==> config.mk <==
export PLATFORM = sky130hd
export DESIGN_NAME = servo_array_controller
export DESIGN_NICKNAME = d
export VERILOG_FILES = /design/src/rtl/servo_array_controller.sv
export SDC_FILE = /design/constraint.sdc
export NUM_CORES = 1
export LEC_CHECK = 0
export CAP_MARGIN = 5
export CORE_MARGIN = 1.5
export CORE_UTILIZATION = 45
export DETAILED_ROUTE_END_ITERATION = 6
export SETUP_SLACK_MARGIN = 0.3
export SLEW_MARGIN = 20
export SYNTH_ARGS = -nofsm -noshare
export SYNTH_HDL_FRONTEND = slang
export SYNTH_SLANG_ARGS = --single-unit
==> constraint.sdc <==
create_clock -name i_clock -period 3.9 [get_ports i_clock]
set_clock_uncertainty 0.05 [all_clocks]
set_input_delay 0.975 -clock i_clock [delete_from_list [all_inputs] [get_ports i_clock]]
set_output_delay 0.975 -clock i_clock [all_outputs]
set_load 0.01 [all_outputs]
==> src/rtl/servo_array_controller.sv <==
// rtl/servo_array_controller.sv - SPI-programmed servo PWM array with shadowed per-period updates
// Three-byte SPI frames write shadow pulse widths / period; shadows go live at each period boundary.
module servo_array_controller #(
  parameter int NUM_CHANNELS   = 8,
  parameter int CLKS_PER_TICK  = 16,
  parameter int PULSE_MIN      = 500,
  parameter int PULSE_MAX      = 2500,
  parameter int DEFAULT_PULSE  = 1500,
  parameter int DEFAULT_PERIOD = 20000
) (
  input  logic                    i_clock,
  input  logic                    i_reset_n,
  input  logic                    i_spi_clock,
  input  logic                    i_mosi,
  input  logic                    i_select,
  output logic [NUM_CHANNELS-1:0] o_pwm,
  output logic                    o_frame_error
);

  localparam int          PW      = (CLKS_PER_TICK > 1) ? $clog2(CLKS_PER_TICK) : 1;
  localparam int          AW      = (NUM_CHANNELS > 1) ? $clog2(NUM_CHANNELS) : 1;
  localparam logic [8:0]  NCH9    = 9'(NUM_CHANNELS);
  localparam logic [15:0] MIN16   = 16'(PULSE_MIN);
  localparam logic [15:0] MAX16   = 16'(PULSE_MAX);
  localparam logic [15:0] DPULSE  = 16'(DEFAULT_PULSE);
  localparam logic [15:0] DPERIOD = 16'(DEFAULT_PERIOD);
  localparam logic [PW-1:0] PRE_LAST = PW'(CLKS_PER_TICK - 1);

  typedef enum logic [1:0] {IDLE, GOT_ADDR, GOT_HI} byte_state_t;

  logic [2:0]  sclk_sync;
  logic [1:0]  mosi_sync;
  logic [1:0]  sel_sync;
  logic        sclk_fall;
  byte_state_t state;
  logic [2:0]  bit_cnt;
  logic [6:0]  shift;
  logic [7:0]  byte_in;
  logic [7:0]  addr;
  logic [7:0]  data_hi;
  logic [15:0] value;
  logic        commit;

  logic [15:0] shadow_pulse [NUM_CHANNELS];
  logic [15:0] active_pulse [NUM_CHANNELS];
  logic [15:0] shadow_period;
  logic [15:0] active_period;
  logic [PW-1:0] prescale;
  logic [15:0] tick;
  logic        tick_wrap;
  logic        boundary;

  function automatic logic [15:0] clamp(input logic [15:0] v);
    if (v < MIN16)      return MIN16;
    else if (v > MAX16) return MAX16;
    else                return v;
  endfunction

  // sclk_sync[2] is the previous synchronized level, used only for edge detection
  assign sclk_fall = sclk_sync[2] & ~sclk_sync[1];
  assign byte_in   = {shift, mosi_sync[1]};

  always_ff @(posedge i_clock or negedge i_reset_n) begin
    if (!i_reset_n) begin
      sclk_sync <= '0;
      mosi_sync <= '0;
      sel_sync  <= '0;
    end else begin
      sclk_sync <= {sclk_sync[1:0], i_spi_clock};
      mosi_sync <= {mosi_sync[0], i_mosi};
      sel_sync  <= {sel_sync[0], i_select};
    end
  end

  always_ff @(posedge i_clock or negedge i_reset_n) begin
    if (!i_reset_n) begin
      state         <= IDLE;
      bit_cnt       <= '0;
      shift         <= '0;
      addr          <= '0;
      data_hi       <= '0;
      value         <= '0;
      commit        <= 1'b0;
      o_frame_error <= 1'b0;
      shadow_period <= DPERIOD;
      for (int i = 0; i < NUM_CHANNELS; i++) shadow_pulse[i] <= DPULSE;
    end else begin
      o_frame_error <= 1'b0;
      commit        <= 1'b0;
      if (sel_sync[1]) begin
        if (bit_cnt != 3'd0 || state != IDLE) o_frame_error <= 1'b1;
        bit_cnt <= '0;
        state   <= IDLE;
      end else if (sclk_fall) begin
        shift   <= byte_in[6:0];
        bit_cnt <= bit_cnt + 3'd1;
        if (bit_cnt == 3'd7) begin
          case (state)
            IDLE:     begin addr <= byte_in;    state <= GOT_ADDR; end
            GOT_ADDR: begin data_hi <= byte_in; state <= GOT_HI;   end
            default:  begin
              value  <= {data_hi, byte_in};
              commit <= 1'b1;
              state  <= IDLE;
            end
          endcase
        end
      end
      // Commit only touches shadows; the active copies are reloaded at the boundary
      if (commit) begin
        if ({1'b0, addr} < NCH9)
          shadow_pulse[addr[AW-1:0]] <= clamp(value);
        else if (addr == 8'hFF && value > MAX16)
          shadow_period <= value;
        else
          o_frame_error <= 1'b1;
      end
    end
  end

  assign tick_wrap = (prescale == PRE_LAST);
  assign boundary  = tick_wrap && (tick == active_period - 16'd1);

  always_ff @(posedge i_clock or negedge i_reset_n) begin
    if (!i_reset_n) begin
      prescale      <= '0;
      tick          <= '0;
      active_period <= DPERIOD;
      o_pwm         <= '0;
      for (int i = 0; i < NUM_CHANNELS; i++) active_pulse[i] <= DPULSE;
    end else begin
      prescale <= tick_wrap ? '0 : prescale + PW'(1);
      if (tick_wrap) tick <= boundary ? 16'd0 : tick + 16'd1;
      if (boundary) begin
        active_period <= shadow_period;
        for (int i = 0; i < NUM_CHANNELS; i++) active_pulse[i] <= shadow_pulse[i];
      end
      for (int i = 0; i < NUM_CHANNELS; i++) o_pwm[i] <= (tick < active_pulse[i]);
    end
  end

endmodule

==> results of run 1 <==
area by class of cell:
type / instances / area [sq um] / area share [%]
timing repair buffer: 66 / 712 / 3.59
clock inverter: 11 / 156 / 0.788
inverter: 128 / 480 / 2.42
tap: 511 / 639 / 3.22
sequential: 369 / 9390 / 47.3
multi-input combinational: 937 / 7190 / 36.2
clock buffer: 66 / 1270 / 6.43
cells by family (layout without fill, tap and decap cells):
kind of cell / count (synthesis) / after routing / synth area share, %
multiplexers: 202 / 202 / 13.1
AND/OR/NAND/NOR: 335 / 335 / 9.47
buffers and inverters: 180 / 271 / 4.45
flip-flops: 369 / 369 / 54.1
XOR/XNOR: 38 / 38 / 1.92
adder cells (fa/ha/maj): 126 / 126 / 9.09
AO/OA/AOI/OAI: 236 / 236 / 7.82
registers in the layout, summed over array words and instances (netlist names):
| name | count |
|---|---|
| active_pulse | 128 |
| shadow_pulse | 128 |
| active_period | 16 |
| shadow_period | 16 |
| tick | 16 |
| value | 16 |
| addr | 8 |
| data_hi | 8 |
| o_pwm | 8 |
| shift | 7 |
| prescale | 4 |
| bit_cnt | 3 |
| sclk_sync | 3 |
| mosi_sync | 2 |
| sel_sync | 2 |
| state | 2 |
| commit | 1 |
| o_frame_error | 1 |
worst reg2reg max path: cells and delay by family (launching register included):
kind                       cells  cell delay [ps]
AOI/OAI and AO/OA              2              280
adders and majority gates      1              150
buffers and inverters          3              540
DFF                            1              430
muxes                          1              350
and+or+nand+nor                4             1560
where the power goes:
part	internal [W]	leakage (nW)	switching [W]
sequential	0.00387	4.67	0.0000414
combinational	0.0000426	3.91	0.0000862
clock	0.00250	0.699	0.00153
how the worst max path moves through the flow:
stage / start / endpoint / slack, ps / cells after the start
3_3_place_gp: active_period[0]$_DFFE_PN0P_ / active_pulse[127]$_DFFE_PN0P_ / 250 / 11
2_1_floorplan: active_period[0]$_DFFE_PN0P_ / active_pulse[101]$_DFFE_PN0P_ / 460 / 13
5_1_grt: active_period[0]$_DFFE_PN0P_ / active_pulse[96]$_DFFE_PN0P_ / 290 / 11
3_5_place_dp: active_period[0]$_DFFE_PN0P_ / active_pulse[127]$_DFFE_PN0P_ / 200 / 11
6_report: active_period[0]$_DFFE_PN0P_ / active_period[15]$_DFFE_PN0P_ / 430 / 11
4_1_cts: active_period[0]$_DFFE_PN0P_ / active_pulse[121]$_DFFE_PN0P_ / 330 / 11
per-stage QoR:
step | std cells | worst slack, ps
after floorplan | 1486 | 463
final | 2088 | 433
after global placement | 2005 | 248
after detailed placement | 2005 | 203
after CTS | 2082 | 331
after global routing | 2088 | 288
routing by layer:
metal / global-route usage, % / up-vias
met5: 0 / -
met4: 6.40 / 0
met3: 2.89 / 59
met2: 32.3 / 160
met1: 28.7 / 5387
li1: - / 5227
cell usage in the layout, fill, tap and decap left out, types with 3 or more instances in the layout:
cell               n
dfrtp_1          247
inv_1            128
ha_1             126
o21ai_0          122
dfstp_2          122
nand2_1          120
mux2_1           105
mux2_2            94
nor2_1            67
a21oi_1           51
clkbuf_16         48
buf_4             41
a21o_1            32
and2_1            31
nand4_1           24
nor2b_1           22
xor2_1            21
xnor2_1           17
nand3_1           15
clkbuf_1          14
nor3_1            13
clkdlybuf4s50_1   12
nand2b_1          11
o211ai_1          10
o2111ai_1          8
clkbuf_8           7
nand3b_1           6
nor4_1             5
clkinv_2           5
buf_12             5
and3_1             4
or4_1              4
bufinv_16          4
or3b_2             3
mux2i_1            3
buf_16             3
repair_timing:
action / CTS / global route
setup buffers: 0 / 3
hold endpoints to repair: 0 / 0
cloned: 0 / 3
pin swaps: 1 / 1
setup endpoints to repair: 61 / 73
resized for setup: 1 / 4
==> results.json, run 1 <==
{
  "fin_nets": 1675,
  "status": "finished clean",
  "clk_latency_ps": 550,
  "rsz0062_at_grt": "true",
  "syn_to_final_growth_pct": 14.4,
  "placed_area_sq_um": 18300,
  "crit_buf_inv": 3,
  "end_kind": "flop",
  "dr_wl_met2_um": 17300,
  "critPathSlowestCell": "or4_1",
  "post-route-cell-area_sq_um": 19800,
  "finalHoldViolCount": 0,
  "reg2reg_depth": 11,
  "routed.top_layer": "met4",
  "drcViolationCount": 0,
  "startpoint_type": "flop",
  "yosysWarnings": 0,
  "reg2reg_to": "active_period[15]$_DFFE_PN0P_",
  "power_leakage_nw": 9.28,
  "wl_um": 38100,
  "yosys_register_bits": 369,
  "fin_util_pct": 52.5,
  "cp.required_ps": 4280,
  "initial_core_util_pct": 45.9,
  "maxCapViolations": 0,
  "synth_seq_area_share_pct": 54.1,
  "grt_max_degree": 98,
  "placementRows": 71,
  "ant_nets": 0,
  "fmax_mhz": 288,
  "portBuffers": 13,
  "cp_data_arrival_time_ps": 3850,
  "power_w": 0.00808,
  "clockBufferDepth": 3,
  "ys_top_cells_by_count": "dfrtp_1, inv_1, ha_1, dfstp_2, o21ai_0",
  "power_density_nw_per_um2": 407,
  "clkTransAtPathRegs_ps": 60,
  "syn_inst": 1486,
  "synth-edff-count": 0,
  "period_minus_slack_ps": 3470,
  "synth.top_cell.area_share_pct": 35.7,
  "holdPathStages": 0,
  "worstHoldEndpoint": "mosi_sync[1]$_DFF_PN0_",
  "cp_cell_sequence": "inv_1 > ha_1 > or4b_4 > or4_1 > a21bo_1 > o211ai_2 > nand3_1 > nor4_4 > buf_4 > clkbuf_16 > mux2_2",
  "ctsHoldBuffers": 0,
  "grt_pass1_wl_um": 62200,
  "die_h_um": 199,
  "vdd_drop_max_v": 0.000292,
  "die_width_um": 199,
  "drt_first_pass_iters": 5,
  "ys_top_cells_by_area": "dfrtp_1, dfstp_2, ha_1",
  "netlist_area_sq_um": 17300,
  "vias": 10800,
  "clock-sinks": 369,
  "gr-total-overflow": 0,
  "whs_ps": 299,
  "cts_tree": "built",
  "first_iter_violations": 509,
  "gp_congestion": 0.901,
  "synth_top_flop_cell": "dfrtp_1",
  "root_buffer": "clkbuf_16",
  "synthesis.nets": 1617,
  "track_usage_pct": 20.3,
  "hold_path_class": "flop to flop",
  "antenna_found_initial": 1,
  "yosysMostFrequentCell": "dfrtp_1",
  "yosysTopAreaCell": "dfrtp_1",
  "drive_above_1_share_pct": 21.6,
  "avgSynthCellArea_sq_um": 11.7,
  "vias_per_cell": 5.19,
  "worstReg2RegStart": "active_period[0]$_DFFE_PN0P_",
  "rrSetupSlack_ps": 430,
  "slew_headroom_pct": 29.4,
  "first_global_vias": 11300,
  "design.core.area_sq_um": 37800,
  "min_period_over_period_pct": 88.9,
  "htreeDepth": 2,
  "ys_types": 49,
  "antenna-diode-count": 0,
  "hpwl_um": 24600,
  "die_area_sq_um": 39700,
  "crit_fanout": 24,
  "hold_start": "mosi_sync[0]$_DFF_PN0_",
  "wl_met3_um": 1320,
  "critical_path_class": "flop to flop",
  "path_delay_family": "simple AND/OR/NAND/NOR gates",
  "fillers": 3322,
  "wl_per_cell_um": 18.3,
  "finalSetupViolCount": 0,
  "worst-slew-pin-transition_ps": 1060,
  "slew_viol_final": 0,
  "critPathMaxStageDelay_ps": 520,
  "async_flop_share_pct": 100,
  "finalSetupTns_ps": 0,
  "io_pins": 14,
  "met1_length_um": 18600,
  "numCtsBuffers": 42
}
No activity file was read; power rests on OpenSTA's default activity.
==> run 2, diff against run 1 <==
- SETUP_SLACK_MARGIN: 0.3 -> 0.2
==> run 2 against run 1 <==
Against the previous run:
- critical path depth stayed put
- first-iteration DRC count is 5.3% lower
- global-route usage stayed put
- total power hardly changed
- final area is 0.61% lower
- critical endpoint is now active_pulse[127]$_DFFE_PN0P_
- largest cell class unchanged
- largest power group unchanged
==> results.json, run 2 (synthesis gave the netlist of run 1 again) <==
{
  "status": "finished clean",
  "placed_area_sq_um": 18300,
  "cts_tree": "built",
  "antenna-diode-count": 0,
  "drcViolationCount": 0,
  "fmax_mhz": 286,
  "die_area_sq_um": 39700,
  "antenna_found_initial": 1,
  "pre_cts_ws_ps": 203,
  "die_width_um": 199,
  "hpwl_um": 24600,
  "portBuffers": 13,
  "power_density_nw_per_um2": 410,
  "vias": 10800,
  "power_w": 0.00808,
  "power_leakage_nw": 9.23,
  "critical_path_class": "flop to flop",
  "slew_headroom_pct": 30.0,
  "worst-slew-pin-transition_ps": 1050,
  "critPathMaxStageDelay_ps": 550,
  "worstReg2RegStart": "active_period[0]$_DFFE_PN0P_",
  "power_frac_comb_pct": 1.6,
  "grt_max_degree": 98,
  "grt_pass1_wl_um": 62200,
  "design.core.area_sq_um": 37800,
  "first_global_vias": 11300,
  "finalSetupViolCount": 0,
  "initial_core_util_pct": 45.9,
  "numCtsBuffers": 42,
  "cp.required_ps": 4280,
  "swShare_pct": 20.6,
  "vdd_drop_max_v": 0.000293,
  "slew_viol_final": 0,
  "rsz0062_at_grt": "false",
  "root_buffer": "clkbuf_16",
  "die_h_um": 199,
  "drt_first_pass_iters": 4,
  "ctsHoldBuffers": 0,
  "gp_congestion": 0.901,
  "end_kind": "flop",
  "layout.cells.non_filler": 2083,
  "io_pins": 14,
  "crit_fanout": 30,
  "cts_resized": 0,
  "power_frac_clock_pct": 50.0,
  "post-route-cell-area_sq_um": 19700,
  "finalHoldViolCount": 0,
  "hold_path_class": "flop to flop",
  "largestRegisters": "active_pulse (128), shadow_pulse (128)",
  "finalWorstSetupSlack_ps": 401,
  "maxCapViolations": 0,
  "finalSetupTns_ps": 0,
  "p_int_w": 0.00642,
  "startpoint_type": "flop",
  "fin_nets": 1670,
  "track_usage_pct": 20.3,
  "first_iter_violations": 482,
  "critPathSlowestCell": "or4b_1",
  "placedCellCount": 2005,
  "vias_per_cell": 5.18,
  "min_period_over_period_pct": 89.7,
  "period_minus_slack_ps": 3500,
  "cp_data_arrival_time_ps": 3880,
  "final_cell_mix": "dfrtp_1, inv_1, ha_1",
  "drive_above_1_share_pct": 21.3,
  "clk_latency_ps": 550,
  "cp_cell_sequence": "inv_1 > ha_1 > or4b_1 > or4_1 > a21bo_1 > o211ai_2 > nand3_1 > nor4_4 > buf_12 > buf_4 > mux2_2",
  "wl_um": 37500,
  "switchingPower_w": 0.00166,
  "ant_nets": 0,
  "fillers": 3337,
  "post_cts_buffers": 0,
  "syn_to_final_growth_pct": 13.7,
  "clock-sinks": 369,
  "mostFrequentLayoutCell": "dfrtp_1",
  "power_frac_seq_pct": 48.4,
  "startpoint": "active_period[0]$_DFFE_PN0P_",
  "rrSetupSlack_ps": 400,
  "hold_start": "mosi_sync[0]$_DFF_PN0_",
  "htreeDepth": 2,
  "clkTransAtPathRegs_ps": 60,
  "gr-total-overflow": 0,
  "clockBufferDepth": 3,
  "wl_per_cell_um": 18.0,
  "placementRows": 71
}
-- run 2: path summary, 6_finish.rpt --
kind	end	depth (start not counted)
setup / recovery	active_pulse[127]$_DFFE_PN0P_	11
hold / removal	mosi_sync[1]$_DFF_PN0_	0
setup reg to reg	active_pulse[127]$_DFFE_PN0P_	11
hold reg to reg	mosi_sync[1]$_DFF_PN0_	0
max in group asynchronous	shadow_period[14]$_DFFE_PN1P_	2
min in group asynchronous	shadow_pulse[73]$_DFFE_PN0P_	1
-- run 2: cell type report --
class | count | area [sq um] | share of cell area, %
flip-flops and latches | 369 | 9390 | 47.6
multi-input cells | 937 | 7180 | 36.4
clock inverters | 11 | 156 | 0.793
well taps | 511 | 639 | 3.24
inverters | 128 | 480 | 2.44
clock buffers | 66 | 1270 | 6.47
repair buffers | 61 | 596 | 3.02
-- run 2: critical path: cells and delay by family (launching register included) --
kind	cells	cell delay, ps
AO/OA/AOI/OAI	2	280
adder cells (fa/ha/maj)	1	150
buffers and inverters	3	610
flip-flops	1	430
multiplexers	1	360
AND/OR/NAND/NOR	4	1470
-- run 2: power by group through the flow --
stage          Combinational (W)  Clock, W  Sequential (W)
2_1_floorplan          0.0000367         0         0.00396
3_3_place_gp            0.000132         0         0.00398
3_5_place_dp            0.000136         0         0.00398
4_1_cts                 0.000136   0.00416         0.00391
5_1_grt                 0.000150   0.00432         0.00392
6_report                0.000129   0.00404         0.00391
-- run 2: routing by layer --
metal / vias up / track usage (%) / share of wire, %
li1: 5211 / - / -
met5: - / 0 / 0
met1: 5363 / 28.7 / 49
met2: 146 / 32.3 / 45
met3: 63 / 2.89 / 3.2
met4: 0 / 6.40 / 2.5
-- run 2: stage by stage --
| stage | hold WS (ps) | utilization [%] |
|---|---|---|
| after floorplan | 281 | - |
| after global routing | 308 | 52.2 |
| after detailed placement | 288 | 48.4 |
| after global placement | 285 | 48.4 |
| final | 298 | 52.2 |
| after CTS | 302 | 52.2 |
